$ cat config.mk
export PLATFORM = sky130hd
export DESIGN_NAME = memo_elastic_pipe
export DESIGN_NICKNAME = d
export VERILOG_FILES = /design/src/rtl/memo_pipe_pkg.sv /design/src/rtl/memo_pipe_stage.sv /design/src/rtl/memo_elastic_pipe.sv
export SDC_FILE = /design/constraint.sdc
export NUM_CORES = 1
export LEC_CHECK = 0
export CAP_MARGIN = 20
export CORE_UTILIZATION = 55
export DETAILED_ROUTE_END_ITERATION = 8
export HOLD_SLACK_MARGIN = 0.08
export PLACE_DENSITY = 0.87
export SETUP_SLACK_MARGIN = 0.02
export SYNTH_ARGS = -nofsm -noshare
export SYNTH_HDL_FRONTEND = slang
export SYNTH_SLANG_ARGS = --single-unit
$ cat constraint.sdc
create_clock -name clk -period 6 [get_ports clk]
set_input_delay 1.2 -clock clk [delete_from_list [all_inputs] [get_ports clk]]
set_output_delay 1.2 -clock clk [all_outputs]
set_load 0.05 [all_outputs]
$ cat src/rtl/memo_pipe_pkg.sv
// Shared types and helpers for the memo elastic pipeline.
// Holds the flush FSM state encoding and the lane extension function used by the accumulators.
package memo_pipe_pkg;

    typedef enum logic [1:0] {
        IDLE  = 2'd0,
        RUN   = 2'd1,
        DRAIN = 2'd2,
        DONE  = 2'd3
    } memo_state_e;

    // Extends the low 'width' bits of v to 64 bits; callers truncate to their accumulator width.
    function automatic logic [63:0] lane_ext(input logic [63:0] v, input int width, input bit signed_flag);
        logic [63:0] hi_mask;
        hi_mask = ~64'd0 << width;
        if (signed_flag && v[6'(width - 1)]) begin
            return v | hi_mask;
        end
        return v & ~hi_mask;
    endfunction

endpackage

$ cat src/rtl/memo_pipe_stage.sv
// One slot of the elastic pipeline: a valid bit plus a data word.
// The slot takes d_valid/d whenever load is high and otherwise holds its contents.
module memo_pipe_stage #(
    parameter int W = 16
) (
    input  logic         clk,
    input  logic         rst,
    input  logic         load,
    input  logic         d_valid,
    input  logic [W-1:0] d,
    output logic         valid,
    output logic [W-1:0] q
);

    always_ff @(posedge clk or posedge rst) begin
        if (rst) begin
            valid <= 1'b0;
            q     <= '0;
        end else if (load) begin
            valid <= d_valid;
            q     <= d;
        end
    end

endmodule

$ cat src/rtl/memo_elastic_pipe.sv
// Multi-lane elastic pipeline with bubble-collapsing stages, per-lane accumulators and a flush FSM.
// Handshake: a beat moves across an interface in a cycle where valid and ready are both 1 at posedge clk.
module memo_elastic_pipe
    import memo_pipe_pkg::*;
#(
    parameter int WIDTH       = 8,
    parameter int CHANNELS    = 2,
    parameter int DEPTH       = 3,
    parameter int SIGNED_MODE = 1,
    parameter int ACC_W       = 16
) (
    input  logic                      clk,
    input  logic                      rst,
    input  logic                      in_valid,
    output logic                      in_ready,
    input  logic [CHANNELS*WIDTH-1:0] in_data,
    input  logic [CHANNELS-1:0]       in_chan_en,
    output logic                      out_valid,
    input  logic                      out_ready,
    output logic [CHANNELS*WIDTH-1:0] out_data,
    output logic [CHANNELS*ACC_W-1:0] acc,
    input  logic                      flush,
    output logic                      flush_done,
    output logic                      busy
);

    localparam int DW = CHANNELS * WIDTH;

    memo_state_e state, state_nxt;

    logic [DEPTH-1:0] stg_valid;
    logic [DEPTH-1:0] adv;
    logic [DEPTH-1:0] src_valid;
    logic [DEPTH-1:0] nxt_valid;
    logic [DW-1:0]    stg_data [DEPTH];
    logic [DW-1:0]    src_data [DEPTH];
    logic [DW-1:0]    masked_data;
    logic             accept;
    logic             pipe_empty_next;

    always_comb begin
        masked_data = in_data;
        for (int c = 0; c < CHANNELS; c++) begin
            if (!in_chan_en[c]) begin
                masked_data[c*WIDTH +: WIDTH] = '0;
            end
        end
    end

    // A stage advances when it is empty or its successor can take its beat this cycle.
    always_comb begin
        adv[DEPTH-1] = ~stg_valid[DEPTH-1] | out_ready;
        for (int k = DEPTH - 2; k >= 0; k--) begin
            adv[k] = ~stg_valid[k] | adv[k+1] | ~stg_valid[k+1];
        end
    end

    assign in_ready = adv[0] & ~flush & (state != DRAIN) & ~rst;
    assign accept   = in_valid & in_ready;

    always_comb begin
        src_valid[0] = accept;
        src_data[0]  = masked_data;
        for (int k = 1; k < DEPTH; k++) begin
            src_valid[k] = stg_valid[k-1];
            src_data[k]  = stg_data[k-1];
        end
        for (int k = 0; k < DEPTH; k++) begin
            nxt_valid[k] = adv[k] ? src_valid[k] : stg_valid[k];
        end
        pipe_empty_next = ~|nxt_valid;
    end

    for (genvar k = 0; k < DEPTH; k++) begin : g_stage
        memo_pipe_stage #(.W(DW)) u_stage (
            .clk     (clk),
            .rst     (rst),
            .load    (adv[k]),
            .d_valid (src_valid[k]),
            .d       (src_data[k]),
            .valid   (stg_valid[k]),
            .q       (stg_data[k])
        );
    end

    assign out_valid = stg_valid[DEPTH-1];
    assign out_data  = stg_data[DEPTH-1];

    always_ff @(posedge clk or posedge rst) begin
        if (rst) begin
            state <= IDLE;
        end else begin
            state <= state_nxt;
        end
    end

    // DRAIN completes on the edge that leaves every stage empty.
    always_comb begin
        state_nxt = state;
        case (state)
            IDLE: begin
                if (flush) begin
                    state_nxt = DRAIN;
                end else if (accept) begin
                    state_nxt = RUN;
                end
            end
            RUN: begin
                if (flush) begin
                    state_nxt = DRAIN;
                end else if (!accept && pipe_empty_next) begin
                    state_nxt = IDLE;
                end
            end
            DRAIN: begin
                if (pipe_empty_next) begin
                    state_nxt = DONE;
                end
            end
            DONE: begin
                state_nxt = IDLE;
            end
            default: begin
                state_nxt = IDLE;
            end
        endcase
    end

    assign flush_done = (state == DONE);
    assign busy       = (state != IDLE);

    for (genvar c = 0; c < CHANNELS; c++) begin : g_acc
        logic [ACC_W-1:0] acc_r;

        always_ff @(posedge clk or posedge rst) begin
            if (rst) begin
                acc_r <= '0;
            end else if (out_valid && out_ready) begin
                acc_r <= acc_r + ACC_W'(lane_ext(64'(out_data[c*WIDTH +: WIDTH]), WIDTH, SIGNED_MODE != 0));
            end
        end

        assign acc[c*ACC_W +: ACC_W] = acc_r;
    end

endmodule

# Word level (Yosys, flattened, before mapping)
# Cells that the tools add are included.
# totals
inputBits,23
wordCells,61
output_inout_bits,52
register_bits,85
# op_classes
mux,21
addsub,2
n_reduce_logical,8
n_eq_ne,7
bitwise_logic,14
# op_table
operator,count
16-bit 2-to-1 mux,6
16-bit adder,2
8-bit 2-to-1 mux,2
2-bit 2-to-1 mux,5
2-bit case mux with 4 select lines,1
1-bit 2-to-1 mux,7
3-bit != test (second input constant),2
1-bit inverter,5
1-bit bitwise OR,5
1-bit bitwise AND,4
2-bit == test (second input constant),2
2-bit != test (second input constant),2
3-bit AND reduction,1
3-bit OR reduction,1
2-bit by 1-bit == test with 1-bit output (second input constant),1
1-bit logical AND,2
1-bit logical NOT,2
2-bit logical NOT,1
2-bit nonzero test,1

# Longest topological paths before layout
# Gate-level depths: netlist of the first run.
# depth
depth_word,17
ltp_mapped,10

# By module
# Synthesis of the first run repeated with hierarchy kept, for this count alone.
# unflattened
hier_cells,460
hier_area_um2,4968.5
# modules_own_cells
module,n_inst,cells_each,area_per_inst_um2
memo_elastic_pipe,1,349,2900.3
memo_pipe_stage,3,37,689.4

# Worst setup path before layout of the first run
# No wires, ideal clock.
# synth_timing
path_type,input port to output port
startpoint,input port out_ready
endpoint,output port in_ready
t_arrival_ps,2335
path_slack_ps,2465
stages,5
cell_sequence,nor2b_1 > buf_2 > and3_1 > buf_2 > nor4_4
# synth_via
elab_chain_cells,8
# synth_lines
element,line,source
"start, declared",memo_elastic_pipe.sv:19,"input logic out_ready,"
1-bit bitwise OR,memo_elastic_pipe.sv:52,adv[DEPTH-1] = ~stg_valid[DEPTH-1] | out_ready;
1-bit bitwise OR (4 in a row),memo_elastic_pipe.sv:54,adv[k] = ~stg_valid[k] | adv[k+1] | ~stg_valid[k+1];
1-bit bitwise AND (3 in a row),memo_elastic_pipe.sv:58,assign in_ready = adv[0] & ~flush & (state != DRAIN) & ~rst;
"end, declared",memo_elastic_pipe.sv:15,"output logic in_ready,"
# No other way between the ends.

# Worst setup path in the final report of the first run
# Same ends and word-level chain as after synthesis.

==> reports/metrics.cfg, run 1 <==
[run_status]
outcome=finished clean

[placed_design]
place.gp.congestion=0.888
port_buffers=74
place_ws_ns=1.30
dpl.hpwl_um=7230
placed_area_sq_um=5410

[critical_path]
critPathMaxFanout=34
r2r_setup_slack_ns=3.42
endpoint_kind=output pin
reg2reg_depth=8
worstSetupStartpointType=primary input
cp_cell_sequence=clkdlybuf4s50_1 -> nor2b_1 -> buf_4 -> and3_1 -> buf_4 -> nor4_4 -> clkdlybuf4s50_1
crit_buf_inv=4
crit_required_ns=4.80
slowest_delay_ns=0.85
crit_slowest_cell=clkdlybuf4s50_1
critPathKind=in -> out
cp.depth=7
crit_family=buffers and inverters
cp_data_arrival_time_ns=3.50

[final_layout]
antennaDiodeCount=0
finish.net_count=580
nFillCells=588
drive_gt1_frac=0.121
final_cell_area_sq_um=5640
syn_to_final_growth_pct=22.7

[synthesis]
syn_nets=510
synth-seq-cells=85
synth_common_cells=85 x dfrtp_1, 74 x nand2_1, 48 x o21ai_0
synth_top_area_frac=0.463
ys.flop_type=dfrtp_1
yosys.area.top_type=dfrtp_1
ys_seq_area_frac=0.463
yosys_warnings=0
synth_area_leaders=dfrtp_1 46%, mux2_2 8.3%, ha_1 8.2%
synth.cell_area_sq_um=4590
synth_cells=455
yosysUniqueCellTypes=51
synthArstFlopShare=1.00
avgSynthCellArea_sq_um=10.1
yosysMostFrequentCell=dfrtp_1
synth_edf_count=0

[clock_tree]
clk_latency_ns=0.35
clk_path_buf_depth=2
cts_setup_buffers=0
cts_tree=done
cts_made_buffers=9
clk_pin_slew_worst_paths_ns=0.08
htreeDepth=3
cts.sinks=85
postCtsHoldBufs=0
cts_resized=0
root_buffer=clkbuf_8

[grt]
grt_first_pass_wirelength_um=16500
gr-usage-met1=0.316
grt_pass1_vias=3536
met2_usage=0.403
gr-usage-all-layers=0.244
grt_util_met3=0.0374
grt_max_degree=86
antenna_found_initial=0
grt_overflow_total=0
grt.busiest_layer=met2

[power]
switching_share=0.466
switching_power_uw=1250
internal_power_uw=1430
seq_power_share=0.311
p_leak_uw=0.00256
ir_worst_vdd_mv=0.200
power_density_nw_per_um2=476
pwr-share-clk=0.153
p_comb_frac=0.536

[drt]
drt-total-wl_um=10000
dr.pass1.iters=4
route.detailed.drc=0
first_iter_violations=209
ant_nets=0
wl_per_cell_um=15.9
vias_per_cell=5.68
vias=3582

[flow_run]
maxCapViolations=0

[sta]
fin_tns_setup_ns=0
finalMaxSlewViolations=0
setup_ws_ns=1.30
hold_viol=0
final.setup_skew_ns=0.00886
timing.final.crit_share=0.783
tightestPinTransition_ns=0.926
rsz0062_at_grt=no
min_period_ns=4.70
finalSetupViolCount=0
max_freq_mhz=213
relSlewSlack=0.381

[die]
initial_utilization=0.582
die-area_sq_um=8720
die_y_um=93.4
core.rowCount=32
die_w_um=93.4
ioPinCount=75
core_sq_um=7890

[hold_path]
hp-class=reg -> reg
hold_depth=1

## layout make-up
class | instances | area (sq um) | area share
multi-input cells | 338 | 2340 | 0.416
flip-flops and latches | 85 | 2130 | 0.377
repair buffers | 79 | 798 | 0.142
well taps | 102 | 128 | 0.0226
clock buffers | 9 | 124 | 0.0220
clock inverters | 6 | 71.3 | 0.0127
inverters | 12 | 46.3 | 0.00821
## per-stage QoR
stage,std cells,power [uW],hold WS [ns],util
final,631,2680,0.476,0.715
after global routing,631,2840,0.516,0.715
after CTS,630,2680,0.477,0.711
after detailed placement,615,2270,0.466,0.686
after global placement,615,2210,0.461,0.686
after floorplan,455,1840,0.444,-
## power groups by stage
stage	Sequential [uW]	Combinational (uW)	Clock (uW)
floorplan	1210	629	0
global placement	834	1370	0
detailed placement	843	1430	0
CTS	832	1430	416
global route	854	1540	438
finish	833	1440	411
## metal layers
layer / wire (um) / vias to the layer above / share of wire
met5: 0 / - / 0
met1: 4390 / 1701 / 0.44
met3: 418 / 23 / 0.042
met2: 4940 / 108 / 0.49
li1: - / 1750 / -
met4: 263 / 0 / 0.026
## registers in the layout, summed over array words and instances, names as in the netlist
register	cells
g_acc.acc_r	32
g_stage.u_stage.q	48
g_stage.u_stage.valid	3
state	2
## cells by family after synthesis
group / Yosys count / share of synthesized area
DFF: 85 / 0.463
adders and majority gates: 32 / 0.0904
and+or+nand+nor: 136 / 0.142
buffers and inverters: 32 / 0.0272
xor gates and xnor gates: 22 / 0.0419
AOI/OAI and AO/OA: 112 / 0.148
muxes: 36 / 0.0877
## path summary, 6_finish.rpt
| path | endpoint | from |
|---|---|---|
| min reg2reg | g_acc[1].acc_r[15] | g_acc[1].acc_r[15] |
| min in group asynchronous | g_stage[2].u_stage.q[13] | rst |
| max in group asynchronous | g_stage[1].u_stage.q[9] | rst |
| max reg2reg | g_acc[0].acc_r[15] | g_stage[2].u_stage.q[7] |
| min | g_acc[1].acc_r[15] | g_acc[1].acc_r[15] |
| max | in_ready | out_ready |
## worst register-to-register path, cell delays in order (launching register included)
cell and delay, ns:
dfrtp_1 0.65, ha_1 0.38, a21oi_1 0.15, nor2_1 0.07
a211oi_1 0.35, o21ai_1 0.18, o31ai_1 0.28, mux2i_1 0.30
xnor2_1 0.15
## layout by cell type (no fill, tap or decap), types with 6 or more instances in the layout
master / count
o21ai_0: 48
clkbuf_8: 9
xnor2_1: 9
mux2_2: 34
a21o_1: 7
o21ai_1: 6
nand2b_1: 7
clkdlybuf4s50_1: 74
nand2_1: 74
nor2_1: 15
inv_1: 11
ha_1: 30
nor2b_1: 6
dfrtp_1: 85
a21oi_1: 20
xor2_1: 13
nand3_1: 6
Power figures use the tool's default switching activity.
==> run 2, diff against run 1 <==
Settings changed: CORE_UTILIZATION 55 to 54, PLACE_DENSITY 0.87 to 0.86.
Clock period 6 ns to 4.7 ns, I/O delays scaled along.
==> reports/metrics.cfg, run 2 (same netlist as run 1, synthesis figures left out) <==
[grt]
grt_pass1_vias=3420
grt_overflow_total=0
grt_max_degree=64
antenna_found_initial=0
grt_first_pass_wirelength_um=15500
gr-usage-all-layers=0.225

[clock_tree]
clk_pin_slew_worst_paths_ns=0.08
cts_made_buffers=9
root_buffer=clkbuf_8
clk_latency_ns=0.36
clk_path_buf_depth=2
htreeDepth=3
cts_tree=done
postCtsHoldBufs=0
cts.sinks=85
cts_setup_buffers=0
cts_resized=0

[drt]
vias=3505
wl_per_cell_um=14.7
first_iter_violations=204
drt-total-wl_um=9320
ant_nets=0
dr.pass1.iters=4
vias_per_cell=5.52
route.detailed.drc=0

[sta]
rsz0062_at_grt=no
tightestPinTransition_ns=0.860
finalSetupViolCount=0
finalMaxSlewViolations=0
min_period_ns=3.61
max_freq_mhz=277
fin_tns_setup_ns=0
final.setup_skew_ns=0.0117
hold_viol=0
relSlewSlack=0.425
timing.final.crit_share=0.767

[critical_path]
critPathKind=in -> out
cp_common_cell=buf_4
worstSetupStartpointType=primary input
crit_required_ns=3.76
crit_buf_inv=4
critPathMaxFanout=34
crit_start=out_ready
r2r_start=g_stage[2].u_stage.q[7]
slowest_delay_ns=0.51
crit_slowest_cell=clkdlybuf4s50_1
cp_data_arrival_time_ns=2.67
cp_cell_sequence=clkdlybuf4s50_1 -> nor2b_1 -> buf_4 -> and3_1 -> buf_4 -> nor4_4 -> buf_4
endpoint_kind=output pin
crit_family=buffers and inverters

[final_layout]
finish.net_count=581
syn_to_final_growth_pct=22.8
antennaDiodeCount=0
layout_common_cells=85 x dfrtp_1, 74 x nand2_1, 73 x clkdlybuf4s50_1
largest_reg_flops=48
final_cell_area_sq_um=5640
final_common_cell=dfrtp_1
nFillCells=607
reg.largest.list=g_stage.u_stage.q x48, g_acc.acc_r x32, g_stage.u_stage.valid x3
drive_gt1_frac=0.125
regMostFlops=g_stage.u_stage.q

[hold_path]
hp-class=reg -> reg
worst_hold_startpoint=g_acc[1].acc_r[15]

[die]
die_y_um=94.2
die_w_um=94.2
initial_utilization=0.559
ioPinCount=75
die-area_sq_um=8880
core.rowCount=33
core_sq_um=8220

[placed_design]
port_buffers=74
placed_area_sq_um=5420
place.gp.congestion=0.853
dpl.hpwl_um=6930

[run_status]
outcome=finished clean

[power]
p_leak_uw=0.00256
power_density_nw_per_um2=602
ir_worst_vdd_mv=0.301

[flow_run]
maxCapViolations=0

[run 2: final cells by class]
| class | instances | area (sq um) | share of cell area |
|---|---|---|---|
| Clock buffer | 9 | 124 | 0.0219 |
| Clock inverter | 6 | 70.1 | 0.0124 |
| Inverter | 12 | 46.3 | 0.00820 |
| Multi-Input combinational cell | 338 | 2340 | 0.415 |
| Sequential cell | 85 | 2130 | 0.377 |
| Tap cell | 105 | 131 | 0.0233 |
| Timing Repair Buffer | 80 | 803 | 0.142 |
[run 2: power breakdown]
| part | switching [uW] | internal [uW] | total (uW) |
|---|---|---|---|
| registers | 163 | 903 | 1070 |
| logic | 1140 | 678 | 1820 |
| clock network | 273 | 246 | 519 |
| total | 1570 | 1830 | 3400 |
[run 2: worst reg2reg max path, cell delays in order (launching register included)]
cell      delay, ns
dfrtp_1        0.65
ha_1           0.37
a21oi_1        0.15
nor2_1         0.06
a211oi_1       0.30
o21ai_1        0.17
o31ai_1        0.31
mux2i_1        0.28
xnor2_1        0.14
[run 2: per-layer routing]
| layer | GRT usage | wire [um] | share of wire | up-vias |
|---|---|---|---|---|
| met4 | 0.0897 | 157 | 0.017 | 0 |
| li1 | - | - | - | 1758 |
| met2 | 0.368 | 4520 | 0.49 | 74 |
| met1 | 0.297 | 4290 | 0.46 | 1659 |
| met5 | 0 | 0 | 0 | - |
| met3 | 0.0364 | 343 | 0.037 | 14 |
[run 2: final timing paths]
path | slack, ns | cells after the start | endpoint
worst max register to register | 2.20 | 8 | g_acc[0].acc_r[15]
max in group asynchronous | 2.96 | 4 | g_stage[1].u_stage.q[4]
worst min-delay path | 0.47 | 1 | g_acc[1].acc_r[15]
worst max-delay path | 1.09 | 7 | in_ready
worst min register to register | 0.47 | 1 | g_acc[1].acc_r[15]
min in group asynchronous | 0.88 | 2 | g_stage[0].u_stage.valid
[run 2: stage by stage]
stage,setup slack [ns],utilization,instances,hold WS [ns],power [uW]
after floorplan,1.57,-,455,0.444,2350
after global placement,1.14,0.660,619,0.462,2820
after detailed placement,1.10,0.660,619,0.465,2890
after CTS,1.08,0.684,634,0.479,3410
after global routing,0.993,0.687,635,0.506,3610
final,1.09,0.687,635,0.471,3400
